### src/rtl/proj_pkg.sv
// Shared types and constants for the fragment extension scheduler.
package proj_pkg;

    localparam int unsigned BASE_LEN = 2;
    localparam int unsigned NUM_REQ  = 2;
    localparam int unsigned SRC_W    = 1;

    typedef enum logic {
        IDLE   = 1'b0,
        STREAM = 1'b1
    } state_e;

    typedef logic [SRC_W-1:0]   src_t;
    typedef logic [NUM_REQ-1:0] req_vec_t;

    // Counter width that stays legal when a count collapses to one.
    function automatic int unsigned cnt_width(input int unsigned n);
        return (n > 1) ? $clog2(n) : 1;
    endfunction

endpackage

### src/rtl/proj_rr_arb2.sv
// Two-way round-robin arbiter; the pointer moves to the loser after each grant.
module proj_rr_arb2
    import proj_pkg::*;
(
    input  logic     clk,
    input  logic     rst,
    input  req_vec_t req,
    input  logic     advance,
    output req_vec_t grant
);

    logic ptr_q;

    always_comb begin
        grant = '0;
        if (req[0] && req[1]) begin
            grant[ptr_q] = 1'b1;
        end else begin
            grant = req;
        end
    end

    // Granting requester 0 hands priority to 1 and vice versa.
    always_ff @(posedge clk or posedge rst) begin
        if (rst) begin
            ptr_q <= 1'b0;
        end else if (advance && (|grant)) begin
            ptr_q <= grant[0];
        end
    end

endmodule

### src/rtl/proj_extend_sched.sv
// Accepts fragment jobs from two requesters and streams one beat per
// fragment slice per k-mer index, with the start index extended and re-centred.
module proj_extend_sched
    import proj_pkg::*;
#(
    parameter int unsigned KMER_LEN          = 4,
    parameter int unsigned FRAG_LEN          = 8,
    parameter int unsigned FRAG_PART         = 2,
    parameter int unsigned INDICES_COUNT     = 3,
    parameter int unsigned INDICE_LEN        = 5,
    parameter int unsigned SIGNED_INDICE_LEN = INDICE_LEN + 1
) (
    input  logic                                            clk,
    input  logic                                            rst,
    input  logic                                            flush,
    input  logic [NUM_REQ-1:0]                              req_valid,
    output logic [NUM_REQ-1:0]                              req_ready,
    input  logic [NUM_REQ-1:0][FRAG_LEN-1:0]                req_fragment,
    input  logic [NUM_REQ-1:0][INDICES_COUNT-1:0][INDICE_LEN-1:0] req_indices,
    output logic                                            out_valid,
    input  logic                                            out_ready,
    output logic [SIGNED_INDICE_LEN-1:0]                    out_index,
    output logic [FRAG_PART-1:0]                            out_gfm,
    output src_t                                            out_src,
    output logic                                            out_last,
    output logic                                            busy
);

    localparam int unsigned FRAG_PARTS_COUNT = FRAG_LEN / FRAG_PART;
    localparam int unsigned PART_W           = cnt_width(FRAG_PARTS_COUNT);
    localparam int unsigned IDX_W            = cnt_width(INDICES_COUNT);
    localparam int unsigned EXT_OFFSET       = (FRAG_LEN - KMER_LEN) / BASE_LEN;

    state_e                                     state_q, state_d;
    logic [PART_W-1:0]                          part_q, part_d;
    logic [IDX_W-1:0]                           idx_q, idx_d;
    logic [FRAG_PARTS_COUNT-1:0][FRAG_PART-1:0] job_frag_q;
    logic [INDICES_COUNT-1:0][INDICE_LEN-1:0]   job_idx_q;
    src_t                                       job_src_q;

    req_vec_t grant;
    src_t     grant_id;
    logic     advance;
    logic     latch;
    logic     part_end;
    logic     idx_end;

    proj_rr_arb2 u_arb (
        .clk     (clk),
        .rst     (rst),
        .req     (req_valid),
        .advance (advance),
        .grant   (grant)
    );

    assign grant_id = src_t'(grant[1]);
    assign part_end = (part_q == PART_W'(FRAG_PARTS_COUNT - 1));
    assign idx_end  = (idx_q == IDX_W'(INDICES_COUNT - 1));

    // Next-state, counter advance and grant handshake.
    always_comb begin
        state_d   = state_q;
        part_d    = part_q;
        idx_d     = idx_q;
        latch     = 1'b0;
        advance   = 1'b0;
        req_ready = '0;
        case (state_q)
            IDLE: begin
                if (!flush && (|req_valid)) begin
                    req_ready = grant;
                    advance   = 1'b1;
                    latch     = 1'b1;
                    state_d   = STREAM;
                end
            end
            STREAM: begin
                if (flush) begin
                    state_d = IDLE;
                    part_d  = '0;
                    idx_d   = '0;
                end else if (out_ready) begin
                    if (part_end) begin
                        part_d = '0;
                        if (idx_end) begin
                            idx_d   = '0;
                            state_d = IDLE;
                        end else begin
                            idx_d = idx_q + IDX_W'(1);
                        end
                    end else begin
                        part_d = part_q + PART_W'(1);
                    end
                end
            end
            default: begin
                state_d = IDLE;
                part_d  = '0;
                idx_d   = '0;
            end
        endcase
    end

    always_ff @(posedge clk or posedge rst) begin
        if (rst) begin
            state_q <= IDLE;
            part_q  <= '0;
            idx_q   <= '0;
        end else begin
            state_q <= state_d;
            part_q  <= part_d;
            idx_q   <= idx_d;
        end
    end

    // Job payload captured from the winning requester at grant time.
    always_ff @(posedge clk or posedge rst) begin
        if (rst) begin
            job_frag_q <= '0;
            job_idx_q  <= '0;
            job_src_q  <= '0;
        end else if (latch) begin
            job_frag_q <= req_fragment[grant_id];
            job_idx_q  <= req_indices[grant_id];
            job_src_q  <= grant_id;
        end
    end

    // Beat fields decode directly from registered job state and counters.
    always_comb begin
        out_valid = (state_q == STREAM);
        busy      = (state_q != IDLE);
        out_src   = job_src_q;
        out_gfm   = job_frag_q[part_q];
        out_index = SIGNED_INDICE_LEN'({1'b0, job_idx_q[idx_q]})
                  - SIGNED_INDICE_LEN'(EXT_OFFSET);
        out_last  = (state_q == STREAM) && part_end && idx_end;
    end

endmodule

### config.mk
export PLATFORM = sky130hd
export DESIGN_NAME = proj_extend_sched
export DESIGN_NICKNAME = d
export VERILOG_FILES = /design/src/rtl/proj_pkg.sv /design/src/rtl/proj_rr_arb2.sv /design/src/rtl/proj_extend_sched.sv
export SDC_FILE = /design/constraint.sdc
export NUM_CORES = 1
export LEC_CHECK = 0
export CAP_MARGIN = 20
export CELL_PAD_IN_SITES_DETAIL_PLACEMENT = 1
export CELL_PAD_IN_SITES_GLOBAL_PLACEMENT = 1
export CORE_UTILIZATION = 32
export DETAILED_ROUTE_END_ITERATION = 8
export GPL_ROUTABILITY_DRIVEN = 0
export PLACE_DENSITY_LB_ADDON = 0.12
export SLEW_MARGIN = 40
export SYNTH_ARGS = -nofsm -noshare
export SYNTH_HDL_FRONTEND = slang
export SYNTH_SLANG_ARGS = --single-unit
### constraint.sdc
create_clock -name clk -period 2.08 [get_ports clk]
set_input_delay 0.416 -clock clk [delete_from_list [all_inputs] [get_ports clk]]
set_output_delay 0.416 -clock clk [all_outputs]
set_load 0.03 [all_outputs]
==> metrics.csv, run 1 <==
stage,metric,value,unit
run_status,status,"finished, violations left",
run_status,violated checks,setup timing,
sta,Slew @ Worst Pin,389,ps
worst_setup_path,"Arr. time, crit path",1770,ps
sta,final clock skew,7.27,ps
cells_and_area,count of antenna diodes in the layout,0,
clock_network,clock transition at the register clock pins on the worst setup and hold paths after CTS,70,ps
grt,global-route wire length before repair,7.38,mm
worst_setup_path,critical-path cell list,"nor2b_2, o2bb2ai_1, inv_1, ha_2, xor2_2, buf_6",
clock_network,CTS max path bufs,2,
worst_setup_path,element type at the critical path start,flip-flop,
synthesis,gate count after technology mapping,162,
worst_setup_path,worst r2r src,idx_q[1],
sta,Peak Freq,0.458,GHz
route,via total after detailed routing,1530,
synthesis,most area-consuming cells after synthesis,"sky130_fd_sc_hd__dfrtp_1, sky130_fd_sc_hd__mux2i_1, sky130_fd_sc_hd__o21ai_1, sky130_fd_sc_hd__nand2_1, sky130_fd_sc_hd__mux4_2",
floorplanning,starting density of the core,0.342,
clock_network,Inserted Clock Buffers,5,
synthesis,number of flops mapped to enable cells by yosys,0,
synthesis,post-synthesis sequential element count,30,
worst_setup_path,reg2reg setup slack,540,ps
synthesis,synthesized area,1660,µm²
worst_setup_path,worst-path cell with the longest stage delay,sky130_fd_sc_hd__dfrtp_2,
sta,setup repair after global routing missed its margin,yes,
clock_network,clock net sink count,30,
grt,initial antenna violation count,0,
cells_and_area,share of post-route cells with drive strength above 1,0.198,
job,maximum capacitance violations,0,
placed_design,count of buffers from port buffering,65,
cells_and_area,"commonest non-fill, non-tap cell in the layout",sky130_fd_sc_hd__clkdlybuf4s50_1,
route,remaining number of nets flagged by the antenna check after routing,0,
synthesis,YS warnings,0,
sta,final critical path time including I/O delays and setup,2180,ps
cells_and_area,"commonest cells after routing, fill and taps aside","sky130_fd_sc_hd__clkdlybuf4s50_1, sky130_fd_sc_hd__dfrtp_1, sky130_fd_sc_hd__mux2i_1",
sta,final worst slack,-102,ps
floorplanning,floorplan die area,5470,µm²
floorplanning,area of the core region,4850,µm²
cells_and_area,register area,753,µm²
synthesis,Synth Area per Inst,10.2,µm²
pwr,largest vdd supply drop,0.528,mV
floorplanning,Chip Height,74.0,µm
sta,period utilization,1.05,
route,detailed-route wire length per cell,15.0,µm
worst_setup_path,worst setup path class,reg -> out,
worst_setup_path,crit-path max FO,4,
synthesis,"FFs w/ async S/R, synth",1.00,
route,1st-iter DRT viols,70,
synthesis,flip-flop cell with the highest count after synthesis,sky130_fd_sc_hd__dfrtp_1,
floorplanning,count of standard-cell rows,25,
grt,Total Routing Usage GR,0.183,
synthesis,post-synthesis net count,216,
floorplanning,I/O pins,66,
cells_and_area,layout overhead on the synthesized area,56.4,%
clock_network,depth of the CTS H-tree,2,
worst_setup_path,Required @ worst endpoint,1660,ps
grt,maximum number of pins on one net before global-route repair,31,
cells_and_area,area of the multi-input gates,846,µm²
sta,worst relative slew slack,0.741,
worst_setup_path,Worst Setup End Kind,output port,
worst_setup_path,critical path's largest stage delay,440,ps
clock_network,clock tree from TritonCTS,built,
route,total detailed-routing wirelength,4.62,mm
sta,Setup Viol. Count Final,3,
clock_network,clock latency on the worst-skew pair,280,ps
sta,final-report hold violation count,0,
synthesis,count of unique library cells instantiated by Yosys,33,
route,per-cell via count in the routed design,4.95,
grt,remaining global-route overflow,0,
placed_design,hpwl dp,3.66,mm
synthesis,"area leader, netlist",sky130_fd_sc_hd__dfrtp_1,
synthesis,sequential share of the synthesized area,0.453,
route,1st-pass router iterations,4,
cells_and_area,Total Nets Final,295,
min_path,class of the tightest hold or removal check,reg -> reg,
grt,number of global-route vias before repair,1596,
clock_network,number of hold buffers added after cts,0,
floorplanning,die boundary width,74.0,µm
cells_and_area,number of inserted filler cells in the final layout,553,
route,Remaining DRCs,0,
min_path,source of the worst hold timing path,out_src,
worst_setup_path,startpoint of the worst setup timing path,idx_q[1],
clock_network,cell at the root of the clock tree,sky130_fd_sc_hd__clkbuf_8,
sta,Pins Over Slew Limit,0,
pwr,Cell Pwr Density,901,nW/µm²
sta,final hold slack,477,ps
pwr,Final Total Pwr,2.34,mW
pwr,Leakage,1.18,nW
synthesis,post-synth top area share,0.453,
[layout make-up]
cell class,instances,area share
tap,67,0.0323
timing repair buffer,82,0.308
clock inverter,1,0.00193
inverter,5,0.00724
sequential,30,0.291
multi-input combinational,117,0.326
clock buffer,7,0.0333
[worst max-delay path: cells and delay by family (launching register included)]
family,cells,cell delay [ps]
AOI/OAI and AO/OA,1,180
xor gates and xnor gates,1,170
adders and majority gates,1,200
buffers and inverters,2,260
DFF,1,440
and+or+nand+nor,1,230
[state kept, by name (all words and copies together) (netlist names)]
| name | flops |
|---|---|
| part_q | 2 |
| job_idx_q | 15 |
| u_arb.ptr_q | 1 |
| job_frag_q | 8 |
| busy | 1 |
| idx_q | 2 |
| out_src | 1 |
[what timing repair did]
item,in CTS,in global routing
buffers inserted,2,3
resized for setup,11,6
pin swaps,3,6
endpoints found under the setup margin,7,6
[power breakdown]
part	total (mW)	internal (mW)	switching, mW	leakage, nW
Clock	0.485	0.266	0.219	0.0482
Combinational	1.02	0.496	0.525	0.764
Sequential	0.830	0.725	0.105	0.372
[synth_stat cells (2+ instances only)]
master,number
sky130_fd_sc_hd__a21oi_1,4
sky130_fd_sc_hd__a32o_1,2
sky130_fd_sc_hd__buf_4,4
sky130_fd_sc_hd__buf_6,3
sky130_fd_sc_hd__dfrtp_1,30
sky130_fd_sc_hd__ha_1,2
sky130_fd_sc_hd__inv_1,3
sky130_fd_sc_hd__inv_2,2
sky130_fd_sc_hd__mux2i_1,28
sky130_fd_sc_hd__mux4_2,2
sky130_fd_sc_hd__nand2_1,26
sky130_fd_sc_hd__nor2_1,6
sky130_fd_sc_hd__nor3_1,2
sky130_fd_sc_hd__o21ai_1,27
sky130_fd_sc_hd__o2bb2ai_1,3
[metrics by stage]
| step | instances | worst slack, ps | instance area [µm²] | setup TNS (ps) | util |
|---|---|---|---|---|---|
| 2_1_floorplan | 162 | 74.5 | 1670 | 0 | - |
| 3_3_place_gp | 297 | 74.3 | 2430 | 0 | 0.502 |
| 3_5_place_dp | 297 | 73.5 | 2430 | 0 | 0.502 |
| 4_1_cts | 307 | -124 | 2560 | -344 | 0.527 |
| 5_1_grt | 309 | -221 | 2590 | -707 | 0.535 |
| 6_report | 309 | -102 | 2590 | -262 | 0.535 |
[path summary, 6_finish.rpt]
check / endpoint / depth (start not counted)
max in group asynchronous: idx_q[1] / 3
worst min register to register: out_src / 1
min in group asynchronous: job_frag_q[1] / 3
worst max-delay path: out_index[3] / 6
worst min-delay path: out_src / 1
worst max register to register: idx_q[1] / 8
[logic make-up (layout without fill, tap and decap cells)]
| kind of cell | Yosys count | after routing | synth area share |
|---|---|---|---|
| fa+ha+maj | 2 | 2 | 0.0151 |
| mux | 30 | 30 | 0.196 |
| buf+inv | 15 | 95 | 0.0596 |
| compound gates | 41 | 41 | 0.149 |
| xor+xnor | 2 | 2 | 0.0106 |
| simple gates | 42 | 42 | 0.117 |
| flops | 30 | 30 | 0.453 |
[metal layers]
layer	routed length, µm	global-route usage	up-vias
met4	52	0.0577	0
met5	0	0	-
met1	1810	0.203	751
met3	187	0.0339	5
met2	2570	0.348	45
li1	-	-	729
Power figures use the tool's default switching activity.
==> run 2: changes to the inputs <==
==> constraint.sdc (replaced) <==
create_clock -name clk -period 2.08 [get_ports clk]
set_input_delay 0.312 -clock clk [delete_from_list [all_inputs] [get_ports clk]]
set_output_delay 0.312 -clock clk [all_outputs]
set_load 0.03 [all_outputs]
==> metrics.csv, run 2 (same netlist as run 1, synthesis figures left out) <==
stage,metric,value,unit,change
run_status,status,"complete, no violations",,"was finished, violations left"
cells_and_area,Total Nets Final,289,,was 295
pwr,Cell Pwr Density,881,nW/µm²,was 901 nW/µm²
grt,maximum number of pins on one net before global-route repair,49,,was 31
route,total detailed-routing wirelength,4.41,mm,was 4.62 mm
worst_setup_path,"Arr. time, crit path",1720,ps,was 1770 ps
placed_design,count of buffers from port buffering,65,,unchanged
floorplanning,floorplan die area,5470,µm²,unchanged
floorplanning,count of standard-cell rows,25,,unchanged
worst_setup_path,Required @ worst endpoint,1770,ps,was 1660 ps
floorplanning,Chip Height,74.0,µm,unchanged
sta,final critical path time including I/O delays and setup,2030,ps,was 2180 ps
grt,remaining global-route overflow,0,,unchanged
route,detailed-route wire length per cell,14.6,µm,was 15.0 µm
clock_network,clock latency on the worst-skew pair,280,ps,about the same
cells_and_area,"commonest non-fill, non-tap cell in the layout",sky130_fd_sc_hd__clkdlybuf4s50_1,,unchanged
clock_network,CTS max path bufs,2,,unchanged
floorplanning,area of the core region,4850,µm²,unchanged
worst_setup_path,worst setup path class,reg -> out,,unchanged
route,remaining number of nets flagged by the antenna check after routing,0,,unchanged
cells_and_area,"commonest cells after routing, fill and taps aside","sky130_fd_sc_hd__clkdlybuf4s50_1, sky130_fd_sc_hd__dfrtp_1, sky130_fd_sc_hd__mux2i_1",,unchanged
sta,worst relative slew slack,0.744,,was 0.741
sta,final worst slack,45.1,ps,was -102 ps
clock_network,clock net sink count,30,,unchanged
cells_and_area,layout overhead on the synthesized area,51.2,%,was 56.4%
floorplanning,starting density of the core,0.342,,unchanged
floorplanning,die boundary width,74.0,µm,unchanged
clock_network,depth of the CTS H-tree,2,,unchanged
grt,initial antenna violation count,0,,unchanged
cells_and_area,max reg flops,15,,unchanged
grt,Total Routing Usage GR,0.171,,was 0.183
sta,final-report hold violation count,0,,unchanged
sta,setup repair after global routing missed its margin,yes,,unchanged
grt,global-route wire length before repair,6.92,mm,was 7.38 mm
placed_design,hpwl dp,3.55,mm,was 3.66 mm
route,via total after detailed routing,1460,,was 1530
route,Remaining DRCs,0,,unchanged
cells_and_area,register ranked first by flip-flop count,job_idx_q,,unchanged
route,1st-iter DRT viols,62,,was 70
clock_network,clock transition at the register clock pins on the worst setup and hold paths after CTS,60,ps,was 70 ps
clock_network,clock tree from TritonCTS,built,,unchanged
cells_and_area,count of antenna diodes in the layout,0,,unchanged
sta,Setup Viol. Count Final,0,,was 3
placed_design,setup slack at placement,140,ps,was 73.5 ps
cells_and_area,number of inserted filler cells in the final layout,570,,was 553
clock_network,number of hold buffers added after cts,0,,unchanged
worst_setup_path,Worst Setup End Kind,output port,,unchanged
sta,period utilization,0.978,,was 1.05
cells_and_area,share of post-route cells with drive strength above 1,0.162,,was 0.198
clock_network,cell at the root of the clock tree,sky130_fd_sc_hd__clkbuf_8,,unchanged
floorplanning,I/O pins,66,,unchanged
clock_network,Inserted Clock Buffers,5,,unchanged
cells_and_area,leading registers by flop count,"job_idx_q: 15 flops, job_frag_q: 8 flops",,unchanged
worst_setup_path,element type at the critical path start,flip-flop,,unchanged
job,maximum capacitance violations,0,,unchanged
min_path,class of the tightest hold or removal check,in -> async,,was reg -> reg
route,1st-pass router iterations,4,,unchanged
sta,Peak Freq,0.491,GHz,was 0.458 GHz
pwr,largest vdd supply drop,0.419,mV,was 0.528 mV
sta,Slew @ Worst Pin,384,ps,was 389 ps
sta,final clock skew,5.50,ps,was 7.27 ps
route,per-cell via count in the routed design,4.83,,was 4.95
sta,Pins Over Slew Limit,0,,unchanged
cells_and_area,"Core Util, Final",0.517,,was 0.535
pwr,Leakage,1.14,nW,was 1.18 nW
worst_setup_path,crit-path max FO,6,,was 4
grt,number of global-route vias before repair,1478,,was 1596
[run 2: area by class of cell]
cell class | count | area, µm² | area share
Tap cell | 67 | 83.8 | 0.0334
Timing Repair Buffer | 76 | 728 | 0.290
Multi-Input combinational cell | 117 | 846 | 0.337
Clock buffer | 5 | 68.8 | 0.0274
Sequential cell | 30 | 752 | 0.300
Inverter | 5 | 18.8 | 0.00749
Clock inverter | 2 | 10.0 | 0.00399
[run 2: critical path, cell delays in order, from the launching register on]
cell,delay (ps)
sky130_fd_sc_hd__dfrtp_2,480
sky130_fd_sc_hd__mux2i_1,150
sky130_fd_sc_hd__nor2_1,210
sky130_fd_sc_hd__nor2_1,70
sky130_fd_sc_hd__ha_2,190
sky130_fd_sc_hd__and3b_1,170
sky130_fd_sc_hd__buf_4,160
[run 2: stage by stage]
stage	total power [mW]	cells	cell area [µm²]	setup TNS, ps	hold slack (ps)
after floorplan	1.41	162	1660	0	394
after global placement	1.76	294	2400	0	463
after detailed placement	1.80	294	2400	0	478
after CTS	2.22	302	2480	0	410
after global routing	2.35	302	2510	-93.4	460
final	2.21	302	2510	0	403
[run 2: what timing repair did]
| item | 4_1_cts | 5_1_grt |
|---|---|---|
| pin swaps | 0 | 5 |
| gates resized for setup | 7 | 7 |
| buffers inserted | 1 | 0 |
| setup endpoints to repair | 9 | 3 |
| hold endpoints to repair | 0 | 0 |
[run 2: path summary, 6_finish.rpt]
kind	startpoint	end	slack, ps	cells after the start
max	idx_q[1]	out_index[5]	50	6
min	rst	job_frag_q[7]	400	3
max reg2reg	part_q[0]	idx_q[1]	650	6
min reg2reg	out_src	out_src	490	1
max in group asynchronous	rst	idx_q[1]	1370	3
min in group clk	out_src	out_src	490	1
[run 2: metal layers]
layer,share of wire,up-vias,GRT usage
li1,-,718,-
met1,0.42,690,0.210
met2,0.52,46,0.294
met3,0.052,6,0.0461
met4,0.014,0,0.0513
met5,0,-,0
[run 2: where the power goes]
part	switching (mW)	internal (mW)	total [mW]
clock	0.213	0.224	0.437
sequential	0.109	0.724	0.833
combinational	0.502	0.438	0.939
total	0.824	1.39	2.21
==> run 3: changes to the inputs <==
- CAP_MARGIN: 20 -> 10
==> results of run 3 <==
No change in the layout: final DEF, timing and power equal those of run 2.
